$ cat src/rtl/medidor_periodo_pkg.sv
// Shared types and constants for the period meter: FSM state encoding,
// default counter width and the saturation value the counters stop at.
package medidor_pkg;

  typedef enum logic [1:0] {
    IDLE      = 2'd0,
    WAIT_RISE = 2'd1,
    HIGH      = 2'd2,
    LOW       = 2'd3
  } estado_t;

  localparam int WIDTH_DEFAULT = 28;

  // All-ones value for a counter of the given width.
  function automatic logic [63:0] saturacao(input int width);
    return (64'd1 << width) - 64'd1;
  endfunction

  localparam logic [WIDTH_DEFAULT-1:0] SAT_DEFAULT = WIDTH_DEFAULT'(saturacao(WIDTH_DEFAULT));

endpackage

$ cat src/rtl/medidor_periodo_if.sv
// Bundles the measured input, arm control and result outputs of the period meter.
interface medidor_periodo_if
  import medidor_pkg::*;
#(
  parameter int WIDTH = WIDTH_DEFAULT
);

  logic             signal_in;
  logic             enable;
  logic [WIDTH-1:0] high_count;
  logic [WIDTH-1:0] low_count;
  logic [WIDTH:0]   period;
  logic             valid;
  logic             overflow;
  logic             no_signal;

  modport master (
    output signal_in, enable,
    input  high_count, low_count, period, valid, overflow, no_signal
  );

  modport slave (
    input  signal_in, enable,
    output high_count, low_count, period, valid, overflow, no_signal
  );

endinterface

$ cat src/rtl/medidor_periodo_sincronizador_borda.sv
// Multi-flop synchronizer for an asynchronous input followed by a delay flop,
// giving the synchronized level and single-cycle rise/fall strobes.
module sincronizador_borda #(
  parameter int SYNC_STAGES = 2
) (
  input  logic clock_in,
  input  logic reset_n,
  input  logic async_i,
  output logic s_o,
  output logic rise_o,
  output logic fall_o
);

  logic [SYNC_STAGES-1:0] sync_q;
  logic                   delay_q;

  always_ff @(posedge clock_in) begin
    if (!reset_n) begin
      sync_q  <= '0;
      delay_q <= 1'b0;
    end else begin
      sync_q  <= {sync_q[SYNC_STAGES-2:0], async_i};
      delay_q <= sync_q[SYNC_STAGES-1];
    end
  end

  assign s_o    = sync_q[SYNC_STAGES-1];
  assign rise_o = s_o & ~delay_q;
  assign fall_o = ~s_o & delay_q;

endmodule

$ cat src/rtl/medidor_periodo.sv
// Period meter: counts high and low time of a slow asynchronous square wave
// and publishes high, low and period once per complete input period.
module medidor_periodo
  import medidor_pkg::*;
#(
  parameter int WIDTH       = WIDTH_DEFAULT,
  parameter int SYNC_STAGES = 2
) (
  input logic               clock_in,
  input logic               reset_n,
  medidor_periodo_if.slave  bus
);

  localparam logic [WIDTH-1:0] SAT    = WIDTH'(saturacao(WIDTH));
  localparam logic [WIDTH-1:0] SAT_M1 = SAT - 1'b1;
  localparam logic [WIDTH-1:0] ONE    = WIDTH'(1);

  logic s, rise, fall;

  estado_t          state_q, state_d;
  logic [WIDTH-1:0] hc_q, hc_d;
  logic [WIDTH-1:0] lc_q, lc_d;
  logic [WIDTH-1:0] hold_q, hold_d;
  logic             ovf_q, ovf_d;
  logic [WIDTH-1:0] high_q, high_d;
  logic [WIDTH-1:0] low_q, low_d;
  logic [WIDTH:0]   period_q, period_d;
  logic             valid_q, valid_d;
  logic             overflow_q, overflow_d;
  logic             no_signal_q, no_signal_d;
  logic             sat_hit;

  sincronizador_borda #(
    .SYNC_STAGES(SYNC_STAGES)
  ) u_sync (
    .clock_in (clock_in),
    .reset_n  (reset_n),
    .async_i  (bus.signal_in),
    .s_o      (s),
    .rise_o   (rise),
    .fall_o   (fall)
  );

  always_ff @(posedge clock_in) begin
    if (!reset_n) begin
      state_q     <= IDLE;
      hc_q        <= '0;
      lc_q        <= '0;
      hold_q      <= '0;
      ovf_q       <= 1'b0;
      high_q      <= '0;
      low_q       <= '0;
      period_q    <= '0;
      valid_q     <= 1'b0;
      overflow_q  <= 1'b0;
      no_signal_q <= 1'b0;
    end else begin
      state_q     <= state_d;
      hc_q        <= hc_d;
      lc_q        <= lc_d;
      hold_q      <= hold_d;
      ovf_q       <= ovf_d;
      high_q      <= high_d;
      low_q       <= low_d;
      period_q    <= period_d;
      valid_q     <= valid_d;
      overflow_q  <= overflow_d;
      no_signal_q <= no_signal_d;
    end
  end

  // Disarming beats everything, including a rise that would close a period.
  always_comb begin
    state_d     = state_q;
    hc_d        = hc_q;
    lc_d        = lc_q;
    hold_d      = hold_q;
    ovf_d       = ovf_q;
    high_d      = high_q;
    low_d       = low_q;
    period_d    = period_q;
    valid_d     = 1'b0;
    overflow_d  = overflow_q;
    no_signal_d = no_signal_q;
    sat_hit     = 1'b0;

    if (!bus.enable) begin
      state_d = IDLE;
      hc_d    = '0;
      lc_d    = '0;
      hold_d  = '0;
      ovf_d   = 1'b0;
    end else begin
      case (state_q)
        IDLE: state_d = WAIT_RISE;
        WAIT_RISE: begin
          if (rise) begin
            hc_d    = ONE;
            state_d = HIGH;
          end
        end
        HIGH: begin
          if (fall) begin
            hold_d  = hc_q;
            lc_d    = ONE;
            state_d = LOW;
          end else if (s && hc_q != SAT) begin
            hc_d    = hc_q + 1'b1;
            sat_hit = (hc_q == SAT_M1);
          end
        end
        LOW: begin
          if (rise) begin
            high_d     = hold_q;
            low_d      = lc_q;
            period_d   = {1'b0, hold_q} + {1'b0, lc_q};
            overflow_d = ovf_q;
            valid_d    = 1'b1;
            ovf_d      = 1'b0;
            hc_d       = ONE;
            state_d    = HIGH;
          end else if (!s && lc_q != SAT) begin
            lc_d    = lc_q + 1'b1;
            sat_hit = (lc_q == SAT_M1);
          end
        end
        default: state_d = IDLE;
      endcase
    end

    if (valid_d) begin
      no_signal_d = 1'b0;
    end else if (sat_hit) begin
      no_signal_d = 1'b1;
      ovf_d       = 1'b1;
    end
  end

  assign bus.high_count = high_q;
  assign bus.low_count  = low_q;
  assign bus.period     = period_q;
  assign bus.valid      = valid_q;
  assign bus.overflow   = overflow_q;
  assign bus.no_signal  = no_signal_q;

endmodule

$ cat src/flat_wrapper.sv
// flat-port wrapper written by rule: the top's interface ports become plain ports
module medidor_periodo_flat import medidor_pkg::*;
#(
  parameter int WIDTH       = WIDTH_DEFAULT,
  parameter int SYNC_STAGES = 2
)
  (clock_in, reset_n, bus_signal_in, bus_enable, bus_high_count, bus_low_count, bus_period, bus_valid, bus_overflow, bus_no_signal);
  medidor_periodo_if #(.WIDTH(WIDTH)) bus_i ();
  input logic clock_in;
  input logic reset_n;
  input wire logic [$bits(bus_i.signal_in)-1:0] bus_signal_in;
  input wire logic [$bits(bus_i.enable)-1:0] bus_enable;
  output wire logic [$bits(bus_i.high_count)-1:0] bus_high_count;
  output wire logic [$bits(bus_i.low_count)-1:0] bus_low_count;
  output wire logic [$bits(bus_i.period)-1:0] bus_period;
  output wire logic [$bits(bus_i.valid)-1:0] bus_valid;
  output wire logic [$bits(bus_i.overflow)-1:0] bus_overflow;
  output wire logic [$bits(bus_i.no_signal)-1:0] bus_no_signal;
  assign bus_i.signal_in = bus_signal_in;
  assign bus_i.enable = bus_enable;
  assign bus_high_count = bus_i.high_count;
  assign bus_low_count = bus_i.low_count;
  assign bus_period = bus_i.period;
  assign bus_valid = bus_i.valid;
  assign bus_overflow = bus_i.overflow;
  assign bus_no_signal = bus_i.no_signal;
  medidor_periodo #(.WIDTH(WIDTH), .SYNC_STAGES(SYNC_STAGES)) u_core (.clock_in(clock_in), .reset_n(reset_n), .bus(bus_i));
endmodule
$ cat config.mk
export PLATFORM = sky130hd
export DESIGN_NAME = medidor_periodo_flat
export DESIGN_NICKNAME = d
export VERILOG_FILES = /design/src/rtl/medidor_periodo_pkg.sv /design/src/rtl/medidor_periodo_if.sv /design/src/rtl/medidor_periodo_sincronizador_borda.sv /design/src/rtl/medidor_periodo.sv /design/src/flat_wrapper.sv
export SDC_FILE = /design/constraint.sdc
export NUM_CORES = 1
export LEC_CHECK = 0
export ABC_AREA = 1
export CORE_MARGIN = 5
export CORE_UTILIZATION = 50
export DETAILED_ROUTE_END_ITERATION = 7
export PLACE_DENSITY = 0.68
export SETUP_SLACK_MARGIN = 0.1
export SYNTH_ARGS = -nofsm -noshare
export SYNTH_HDL_FRONTEND = slang
export SYNTH_SLANG_ARGS = --single-unit
export TNS_END_PERCENT = 10
$ cat constraint.sdc
create_clock -name clock_in -period 2.05 [get_ports clock_in]
set_input_delay 0.41 -clock clock_in [delete_from_list [all_inputs] [get_ports clock_in]]
set_output_delay 0.41 -clock clock_in [all_outputs]
set_load 0.05 [all_outputs]
==> Word level (Yosys, flattened, before mapping) <==
Cells that the tools add are included.
{ "totals": {"mem_bits_rw": 0, "latchBits": 0, "mem_count": 0, "out_inout_bits": 88, "regBits": 178, "rom_bits": 0, "in_bits": 4} }
{ "classes": {"n_eq_ne": 13, "bitwise_logic": 5, "shifts": 0, "n_mux": 25, "n_div": 0, "n_lt_le_gt_ge": 0, "n_addsub": 3, "reduce_logical": 14, "mul": 0} }
{ "op_table": {"columns": ["cell", "n"], "rows": [
  ["28-bit 2-to-1 mux", 6],
  ["28-bit case mux with 2 select lines", 2],
  ["28-bit by 1-bit adder with 28-bit output (second input constant)", 2],
  ["28-bit equality test (second input constant)", 2],
  ["28-bit inequality test (second input constant)", 2],
  ["28-bit by 28-bit adder with 29-bit output", 1],
  ["1-bit 2-to-1 mux", 13],
  ["2-bit by 1-bit inequality test with 1-bit output (second input constant)", 4],
  ["4-bit AND reduction", 2],
  ["2-bit case mux with 3 select lines", 1],
  ["2-bit AND reduction", 3],
  ["2-bit equality test (second input constant)", 2],
  ["2-bit 2-to-1 mux", 2],
  ["2-bit inequality test (second input constant)", 2],
  ["2-bit nonzero test", 2],
  ["2-bit OR reduction", 2],
  ["1-bit inverter", 3],
  ["3-bit AND reduction", 1],
  ["1-bit AND", 2],
  ["2-bit by 1-bit equality test with 1-bit output (second input constant)", 1],
  ["1-bit logical AND", 2],
  ["2-bit zero test", 1],
  ["1-bit case mux with 2 select lines", 1],
  ["1-bit zero test", 1]
]} }

==> Logic depth before layout (Yosys ltp) <==
Gate-level depths: netlist (run 1).
{ "logic_depth": {"ltp_word": 8, "mapped_depth": 13, "mapped_depth_nobuf": 13} }

==> Hierarchy <==
Synthesis (run 1) repeated with hierarchy kept, for this count alone.
{ "hier_totals": {"hier_cells": 1593, "hier_area_um2": 10060.9} }
{ "modules_own_cells": {"columns": ["module", "instances", "cells_each", "area_per_inst_um2", "seq_area_each_um2"], "rows": [
  ["medidor_periodo", 1, 1580, 9960.8, 3503.4],
  ["sincronizador_borda", 1, 13, 100.1, 60.1]
]} }

==> Worst setup path before layout (run 1) <==
Ideal clock, no wire load.
{ "synth_path": {"kind": "reg2reg", "start": "reg u_core.hc_q[0]", "end": "reg u_core.hc_q[1]", "period_less_slack_ns": 1.700, "setup_slack_ns": 0.350, "stages_incl_launch_ff": 12, "t_arrival_ns": 1.584, "cell_sequence": "dfxtp_1 > ha_1 > nand3_1 > inv_2 > nand2_2 > nor2_4 > nand2_1 > nand3_2 > nand2_4 > buf_4 > o21ai_0 > nor2_1"} }
{ "synth_via": {"elab_chain_cells": 4, "word_cells_on_any_way": 8, "cone_classes": "add/sub (1); eq/ne (2); mux (3); reduce/logical (2)"} }
{ "synth_lines": {"columns": ["element", "line_no", "rtl"], "rows": [
  ["from (decl)", "medidor_periodo.sv:21", "logic [WIDTH-1:0] hc_q, hc_d;"],
  ["from (signal assigned)", "medidor_periodo.sv:47", "hc_q <= '0;"],
  ["from (signal assigned)", "medidor_periodo.sv:59", "hc_q <= hc_d;"],
  ["28-bit by 1-bit adder with 28-bit output or 28-bit inequality test (tied branches)", "medidor_periodo.sv:108, medidor_periodo.sv:107", null],
  ["28-bit 2-to-1 mux or 1-bit logical AND (tied branches)", "medidor_periodo.sv:107", "end else if (s && hc_q != SAT) begin"],
  ["28-bit 2-to-1 mux or 2-bit by 1-bit inequality test with 1-bit output (tied branches)", null, null],
  ["28-bit case mux with 2 select lines or 4-bit AND reduction (tied branches)", null, null]
]} }
Several ways; a longest one is shown, not always the timed one. The select of a mux whose other input is x is not followed.
A chain may end at the register's enable or synchronous reset.

==> Worst setup path in the final report (run 1) <==
{ "layout_path": {"start": "reg u_core.hold_q[10]", "end": "reg u_core.period_q[19] (netlist: u_core.bus.period[19])"} }
{ "layout_via": {"elab_chain_cells": 1} }
{ "layout_lines": {"columns": ["element", "line_no", "rtl"], "rows": [
  ["from (decl)", "medidor_periodo.sv:23", "logic [WIDTH-1:0] hold_q, hold_d;"],
  ["from (signal assigned)", "medidor_periodo.sv:61", "hold_q <= hold_d;"],
  ["28-bit by 28-bit adder with 29-bit output", "medidor_periodo.sv:116", "period_d = {1'b0, hold_q} + {1'b0, lc_q};"],
  ["to (signal assigned)", "medidor_periodo.sv:65", "period_q <= period_d;"],
  ["to (decl)", "medidor_periodo.sv:27", "logic [WIDTH:0] period_q, period_d;"]
]} }
Every way passes these cells.

==> flow_metrics.py, run 1 <==
metrics = {
    "drt": {
        "dr.pass1.iters": 5,
        "wirelength_um": 31030,
        "dr_total_vias": 9799,
        "wl_per_cell_um": 16.47,
        "drc_errors": 0,
        "drtAntennaViolNets": 0,
        "drt_iter0_drc": 793,
        "drt-vias-per-instance": 5.201,
    },
    "synthesis": {
        "syn_avg_cell_area_um2": 6.499,
        "synth_nets": 1512,
        "synth-seq-area-share_pct": 37.18,
        "yosys_warnings": 0,
        "syn_inst": 1475,
        "ys_async_sr_fraction_pct": 0,
        "syn_area_um2": 9585,
        "yosysUniqueCellTypes": 40,
        "ys.flop_type": "dfxtp_1",
        "synth-seq-cells": 178,
        "synth_edf_count": 0,
    },
    "critical_path": {
        "critPathArrivalTime_ns": 2.22,
        "required_ns": 2.38,
        "endpoint_kind": "flip-flop",
        "critPathLaunchType": "flip-flop",
        "crit_type": "reg2reg",
        "crit_path_max_fanout": 5,
    },
    "global_routing": {
        "antenna_found_initial": 0,
        "grt_start_max_net_pins": 49,
        "track_usage_pct": 27.91,
        "grt_pass1_wl_um": 48420,
        "grt-ovfl-total": 0,
        "grt_pass1_vias": 9036,
    },
    "sta": {
        "hold_viol": 0,
        "setup_viol": 0,
        "fin_tns_setup_ns": 0,
        "fin_crit_sh_pct": 92.02,
        "fin_ws_ns": 0.1635,
        "worst_pin_slew_ns": 0.5627,
        "fmax_mhz": 530.1,
        "drv_slew": 0,
        "skew_ns": 0.01218,
        "rsz0062_at_grt": "true",
        "slew_headroom_pct": 62.42,
        "period_needed_ns": 1.886,
    },
    "floorplanning": {
        "pin_count": 92,
        "die_w_um": 148.5,
        "start_util_pct": 51.07,
        "rows": 50,
        "die_h_um": 148.5,
        "core_area_um2": 18770,
        "dieArea_um2": 22040,
    },
    "power_and_ir_drop": {
        "p_leak_uw": 0.006548,
        "cellPowerDensity_nw_per_um2": 546.5,
        "peakVddDrop_mv": 0.5716,
        "power_uw": 6744,
    },
    "clock_tree": {
        "htree_levels": 4,
        "cts_buffers": 17,
        "cts_tree": "yes",
        "path_clk_slew_ns": 0.07,
        "cts_hold_buf": 0,
        "root_buffer": "clkbuf_16",
        "cts_buffer_depth": 2,
        "numClockSinks": 178,
        "clk_latency_ns": 0.44,
    },
    "place": {
        "hpwl_um": 23990,
        "port_buffers": 91,
        "gp_congestion": 0.9254,
        "pre_cts_slack_ns": 0.08645,
    },
    "final_layout": {
        "area_growth_pct": 28.74,
        "antenna_cells": 0,
        "final_core_util_pct": 65.75,
        "drive_gt1_share_pct": 12.79,
        "finalNetCount": 1675,
    },
    "job": {
        "maxCapViolCount": 0,
    },
    "status": {
        "outcome": "complete, no violations",
    },
    "worst_hold_path": {
        "hold_path_class": "reg2reg",
    },
}
-- final timing paths --
check             depth (start not counted)               startpoint                       to  slack (ns)
setup reg to reg                         10        u_core.hold_q[10]    u_core.bus.period[19]        0.16
setup / recovery                         10        u_core.hold_q[10]    u_core.bus.period[19]        0.16
hold reg to reg                           2  u_core.u_sync.sync_q[0]  u_core.u_sync.sync_q[1]        0.42
hold / removal                            2  u_core.u_sync.sync_q[0]  u_core.u_sync.sync_q[1]        0.42
-- metrics by stage --
step           instance area (um2)  hold WS [ns]  cells
6_report                     12340        0.4174   1884
4_1_cts                      11940        0.4191   1884
2_1_floorplan                 9585        0.3900   1475
5_1_grt                      12340        0.4427   1884
3_5_place_dp                 11400        0.4013   1853
3_3_place_gp                 11400        0.3954   1853
-- Yosys cell counts (7+ instances only) --
library cell  instances  area (um2)
nand4_1               7       43.79
buf_2                11       55.05
a21oi_1              94       470.5
a22o_1               38       332.8
dfxtp_1             178        3563
clkbuf_1             25       93.84
nand2_2               7       43.79
nor2_1              207       777.0
ha_1                 32       400.4
nand2_1             508        1907
nand3_1              77       385.4
xor2_1               20       175.2
o21ai_0              71       355.3
inv_1               140       525.5
-- where the power goes --
part	total [uW]	internal, uW	switching, uW
Sequential	3460	3460	3.87
Clock	3150	1710	1430
Combinational	135	39.6	95.3
Total	6740	5210	1530
-- cells in the final DEF, fill, tap and decap left out, types with 2 or more instances in the layout --
| cell | count |
|---|---|
| nand3b_1 | 6 |
| a21oi_2 | 4 |
| inv_6 | 4 |
| nor2_1 | 192 |
| clkinvlp_4 | 5 |
| ha_4 | 6 |
| inv_1 | 140 |
| ha_1 | 17 |
| clkdlybuf4s50_1 | 3 |
| xnor2_1 | 3 |
| xor2_1 | 20 |
| clkbuf_16 | 17 |
| nand3_1 | 76 |
| inv_2 | 5 |
| ha_2 | 9 |
| o21ai_1 | 2 |
| nand2_2 | 11 |
| o21ai_0 | 70 |
| clkbuf_1 | 3 |
| a22o_1 | 38 |
| dlymetal6s2s_1 | 78 |
| nor2_2 | 19 |
| nor2_4 | 3 |
| nor3_1 | 5 |
| buf_12 | 8 |
| nand3_2 | 3 |
| nand2_1 | 504 |
| buf_4 | 91 |
| a21oi_1 | 93 |
| and2_1 | 3 |
| dlygate4sd2_1 | 9 |
| o21bai_1 | 2 |
| nand4_1 | 7 |
| dfxtp_1 | 162 |
| dfxtp_2 | 16 |
-- flip-flops by register name, indices dropped and copies added (netlist names) --
name,count
u_core.u_sync.delay_q,1
u_core.bus.high_count,28
u_core.bus.valid,1
u_core.hc_q,28
u_core.bus.low_count,28
u_core.hold_q,28
u_core.bus.no_signal,1
u_core.bus.overflow,1
u_core.bus.period,29
u_core.lc_q,28
u_core.ovf_q,1
u_core.state_q,2
u_core.u_sync.sync_q,2
-- critical path: stages, from the launching register on --
cell	delay, ns
dfxtp_1	0.34
ha_1	0.40
nand2_1	0.17
inv_1	0.05
nand2_1	0.06
nand2_1	0.06
nand3b_1	0.31
nand2_1	0.15
nand3b_1	0.08
nand3_1	0.10
nand2_1	0.06
-- per-layer routing --
layer  wire length [um]  track usage, %
met1              14170           37.47
met2              14190           45.49
met3               1629           4.662
met4               1044           9.885
met5                  0               0
-- kinds of logic after synthesis --
kind of cell	count (synthesis)	synth area share [%]
AND/OR/NAND/NOR	834	35.05
XOR/XNOR	23	2.102
adder cells (fa/ha/maj)	33	4.386
AO/OA/AOI/OAI	215	13.05
buffers and inverters	192	8.236
flip-flops	178	37.18
-- final cells by class --
type / instances / area, um2
fillers: 1717 / 6427
multi-input cells: 1105 / 5414
flip-flops and latches: 178 / 3583
repair buffers: 189 / 1928
inverters: 147 / 569.3
clock buffers: 21 / 450.4
well taps: 234 / 292.8
clock inverters: 10 / 102.6
-- timing repair --
action / 4_1_cts / 5_1_grt
pin swaps: 0 / 5
setup endpoints to repair: 91 / 144
hold endpoints to repair: 0 / 0
gates resized for setup: 9 / 138
buffers inserted: 0 / 0
No activity file was read; power rests on OpenSTA's default activity.
==> run 2: changes to the inputs <==
--- a/config.mk
+++ b/config.mk
@@ -5,11 +5,10 @@
 export SDC_FILE = /design/constraint.sdc
 export NUM_CORES = 1
 export LEC_CHECK = 0
-export ABC_AREA = 1
-export CORE_MARGIN = 5
+export CORE_MARGIN = 2
 export CORE_UTILIZATION = 50
 export DETAILED_ROUTE_END_ITERATION = 7
-export PLACE_DENSITY = 0.68
+export PLACE_DENSITY = 0.69
 export SETUP_SLACK_MARGIN = 0.1
 export SYNTH_ARGS = -nofsm -noshare
 export SYNTH_HDL_FRONTEND = slang
==> constraint.sdc (replaced) <==
create_clock -name clock_in -period 2.2 [get_ports clock_in]
set_input_delay 0.44 -clock clock_in [delete_from_list [all_inputs] [get_ports clock_in]]
set_output_delay 0.44 -clock clock_in [all_outputs]
set_load 0.05 [all_outputs]
==> flow_metrics.py, run 2 <==
metrics = {
    "critical_path": {
        "crit_path_max_fanout": 6,
        "crit_type": "reg2reg",
        "critPathArrivalTime_ns": 2.72,
        "rr_startpoint": "u_core.lc_q[0]",
        "crit_path_start": "u_core.lc_q[0]",
        "crit_chain": "ha_4 -> fa_2 -> a211oi_4 -> nor2_4 -> o31ai_2 -> buf_4 -> a21oi_2 -> or3_1 -> a32o_1",
        "critPathMaxStageDelay_ns": 0.38,
        "endpoint_kind": "flip-flop",
        "critPathLaunchType": "flip-flop",
        "cp_slowest_cell": "fa_2",
        "required_ns": 2.52,
    },
    "clock_tree": {
        "numClockSinks": 178,
        "path_clk_slew_ns": 0.06,
        "cts_buffer_depth": 2,
        "htree_levels": 4,
        "clk_latency_ns": 0.43,
        "root_buffer": "clkbuf_16",
        "cts_hold_buf": 0,
        "cts_buffers": 17,
        "cts_tree": "yes",
    },
    "global_routing": {
        "track_usage_pct": 27.92,
        "use_met1_pct": 37.76,
        "grt_pass1_wl_um": 39540,
        "grt_start_max_net_pins": 33,
        "grtUsageMet2_pct": 44.22,
        "met3_usage_pct": 5.896,
        "top_usage_layer": "met2",
        "antenna_found_initial": 0,
        "grt_pass1_vias": 7668,
        "grt-ovfl-total": 0,
    },
    "final_layout": {
        "finalNetCount": 1244,
        "fin_cells": 1439,
        "final_common_cell": "dfxtp_1",
        "area_growth_pct": 37.94,
        "antenna_cells": 0,
        "drive_gt1_share_pct": 23.05,
        "mostFrequentLayoutCells": "160 x dfxtp_1, 159 x buf_4, 146 x nand2_1",
        "largest_register_ff_count": 29,
    },
    "sta": {
        "fin_ws_ns": -0.2002,
        "slew_headroom_pct": 55.07,
        "period_needed_ns": 2.400,
        "whs_ns": 0.4361,
        "drv_slew": 0,
        "fmax_mhz": 416.6,
        "hold_viol": 0,
        "skew_ns": 0.007203,
        "setup_viol": 11,
        "worst_pin_slew_ns": 0.6709,
        "rsz0062_at_grt": "true",
        "fin_crit_sh_pct": 109.1,
    },
    "floorplanning": {
        "dieArea_um2": 17930,
        "die_w_um": 133.9,
        "pin_count": 92,
        "start_util_pct": 51.06,
        "die_h_um": 133.9,
        "core_area_um2": 16520,
        "rows": 47,
    },
    "drt": {
        "drc_errors": 0,
        "dr_total_vias": 8242,
        "drtAntennaViolNets": 0,
        "drt_iter0_drc": 546,
        "wl_per_cell_um": 17.27,
        "dr.pass1.iters": 5,
        "drt-vias-per-instance": 5.728,
        "wirelength_um": 24860,
    },
    "power_and_ir_drop": {
        "peakVddDrop_mv": 0.5353,
        "p_clk_share_pct": 45.9,
        "combPwrFrac_pct": 1.8,
        "cellInternalPower_uw": 4815,
        "p_seq_share_pct": 52.3,
        "switchingPower_uw": 1356,
        "p_leak_uw": 0.004396,
        "cellPowerDensity_nw_per_um2": 530.3,
        "switching_share_pct": 21.98,
    },
    "synthesis": {
        "yosysUniqueCellTypes": 72,
        "ys_async_sr_fraction_pct": 0,
        "synth_top_area_share_pct": 42.24,
        "synth_top_area_cell": "dfxtp_1",
        "synth.area.top_cells": "dfxtp_1 42%, nand2_1 6.5%, a22o_1 5.5%, ha_1 4.7%, a21oi_1 4.4%",
        "synth-seq-area-share_pct": 42.24,
        "syn_area_um2": 8437,
        "ys_top_cells_by_count": "178 x dfxtp_1, 146 x nand2_1, 77 x nor2_1",
        "syn_inst": 981,
        "synth_edf_count": 0,
        "synth-seq-cells": 178,
        "synth_most_common_cell": "dfxtp_1",
        "yosys_warnings": 0,
        "synth_nets": 1018,
        "syn_avg_cell_area_um2": 8.600,
        "ys.flop_type": "dfxtp_1",
    },
    "worst_hold_path": {
        "min-delay-start": "u_core.u_sync.sync_q[0]",
        "hold_path_class": "reg2reg",
    },
    "place": {
        "gp_congestion": 0.9285,
        "pre_cts_slack_ns": -0.2309,
        "hpwl_um": 18650,
        "port_buffers": 91,
        "dp_cells": 1401,
    },
    "status": {
        "outcome": "finished with violations",
        "violations": "setup timing",
    },
    "job": {
        "maxCapViolCount": 0,
    },
}
-- run 2: cell types whose count changed in the layout (fill, tap and decap cells not counted), sizes merged, moves of 20 or more --
| cell | previous run | this run |
|---|---|---|
| a211oi | 0 | 20 |
| a21oi | 97 | 75 |
| buf | 99 | 166 |
| clkdlybuf4s50 | 3 | 88 |
| dlymetal6s2s | 78 | 3 |
| inv | 149 | 17 |
| nand2 | 517 | 146 |
| nand3 | 79 | 30 |
| nand4 | 7 | 28 |
| nor2 | 214 | 77 |
| xnor2 | 3 | 37 |
-- run 2: layer usage --
metal  vias up  wire length (um)
li1       4019                 -
met4         0               655
met2       276             11290
met3        50              1764
met1      3897             11150
met5         -                 0
-- run 2: critical path: cells and delay by family, from the launching register on --
family,cells,cell delay [ns]
flip-flops,1,0.33
buffers and inverters,1,0.19
AND/OR/NAND/NOR,2,0.44
adder cells (fa/ha/maj),2,0.54
AO/OA/AOI/OAI,4,0.80
-- run 2: layout make-up --
class                   instances  area, um2
inverters                      15      56.30
repair buffers                257       2226
flip-flops and latches        178       3588
clock inverters                12      110.1
clock buffers                  19      432.9
multi-input cells             738       4949
fillers                      1326       4887
well taps                     220      275.3
-- run 2: final timing paths --
| path | slack (ns) | end | cells after the start |
|---|---|---|---|
| max | -0.20 | u_core.bus.period[14] | 9 |
| min | 0.44 | u_core.u_sync.sync_q[1] | 1 |
| max reg2reg | -0.20 | u_core.bus.period[14] | 9 |
| min reg2reg | 0.44 | u_core.u_sync.sync_q[1] | 1 |
-- run 2: cell families (layout without fill, tap and decap cells) --
logic type                 Yosys count  after routing  synth area share, %
adders and majority gates           33             33                4.983
and+or+nand+nor                    367            367                20.73
xor gates and xnor gates            49             49                5.087
AOI/OAI and AO/OA                  280            280                22.81
buffers and inverters               65            303                3.055
muxes                                9              9                1.097
DFF                                178            178                42.24
-- run 2: repair_timing --
| item | in CTS | in global routing |
|---|---|---|
| buffers inserted | 5 | 2 |
| resized for setup | 46 | 45 |
| endpoints found under the setup margin | 51 | 70 |
| pin swaps | 23 | 18 |
-- run 2: power by group through the flow --
stage	Combinational (uW)	Clock, uW	Sequential [uW]
finish	109	2830	3230
global route	117	3020	3230
CTS	108	2880	3230
detailed placement	108	0	3300
global placement	108	0	3300
floorplan	60.5	0	3300
-- run 2: stage by stage --
step | TNS [ns] | util (%) | instance area, um2 | total power [uW]
6_report | -1.344 | 70.42 | 11640 | 6171
5_1_grt | -2.851 | 70.42 | 11640 | 6363
4_1_cts | -1.177 | 69.55 | 11490 | 6221
3_5_place_dp | -2.274 | 64.83 | 10710 | 3411
3_3_place_gp | -1.494 | 64.83 | 10710 | 3410
2_1_floorplan | -2.038 | - | 8468 | 3360
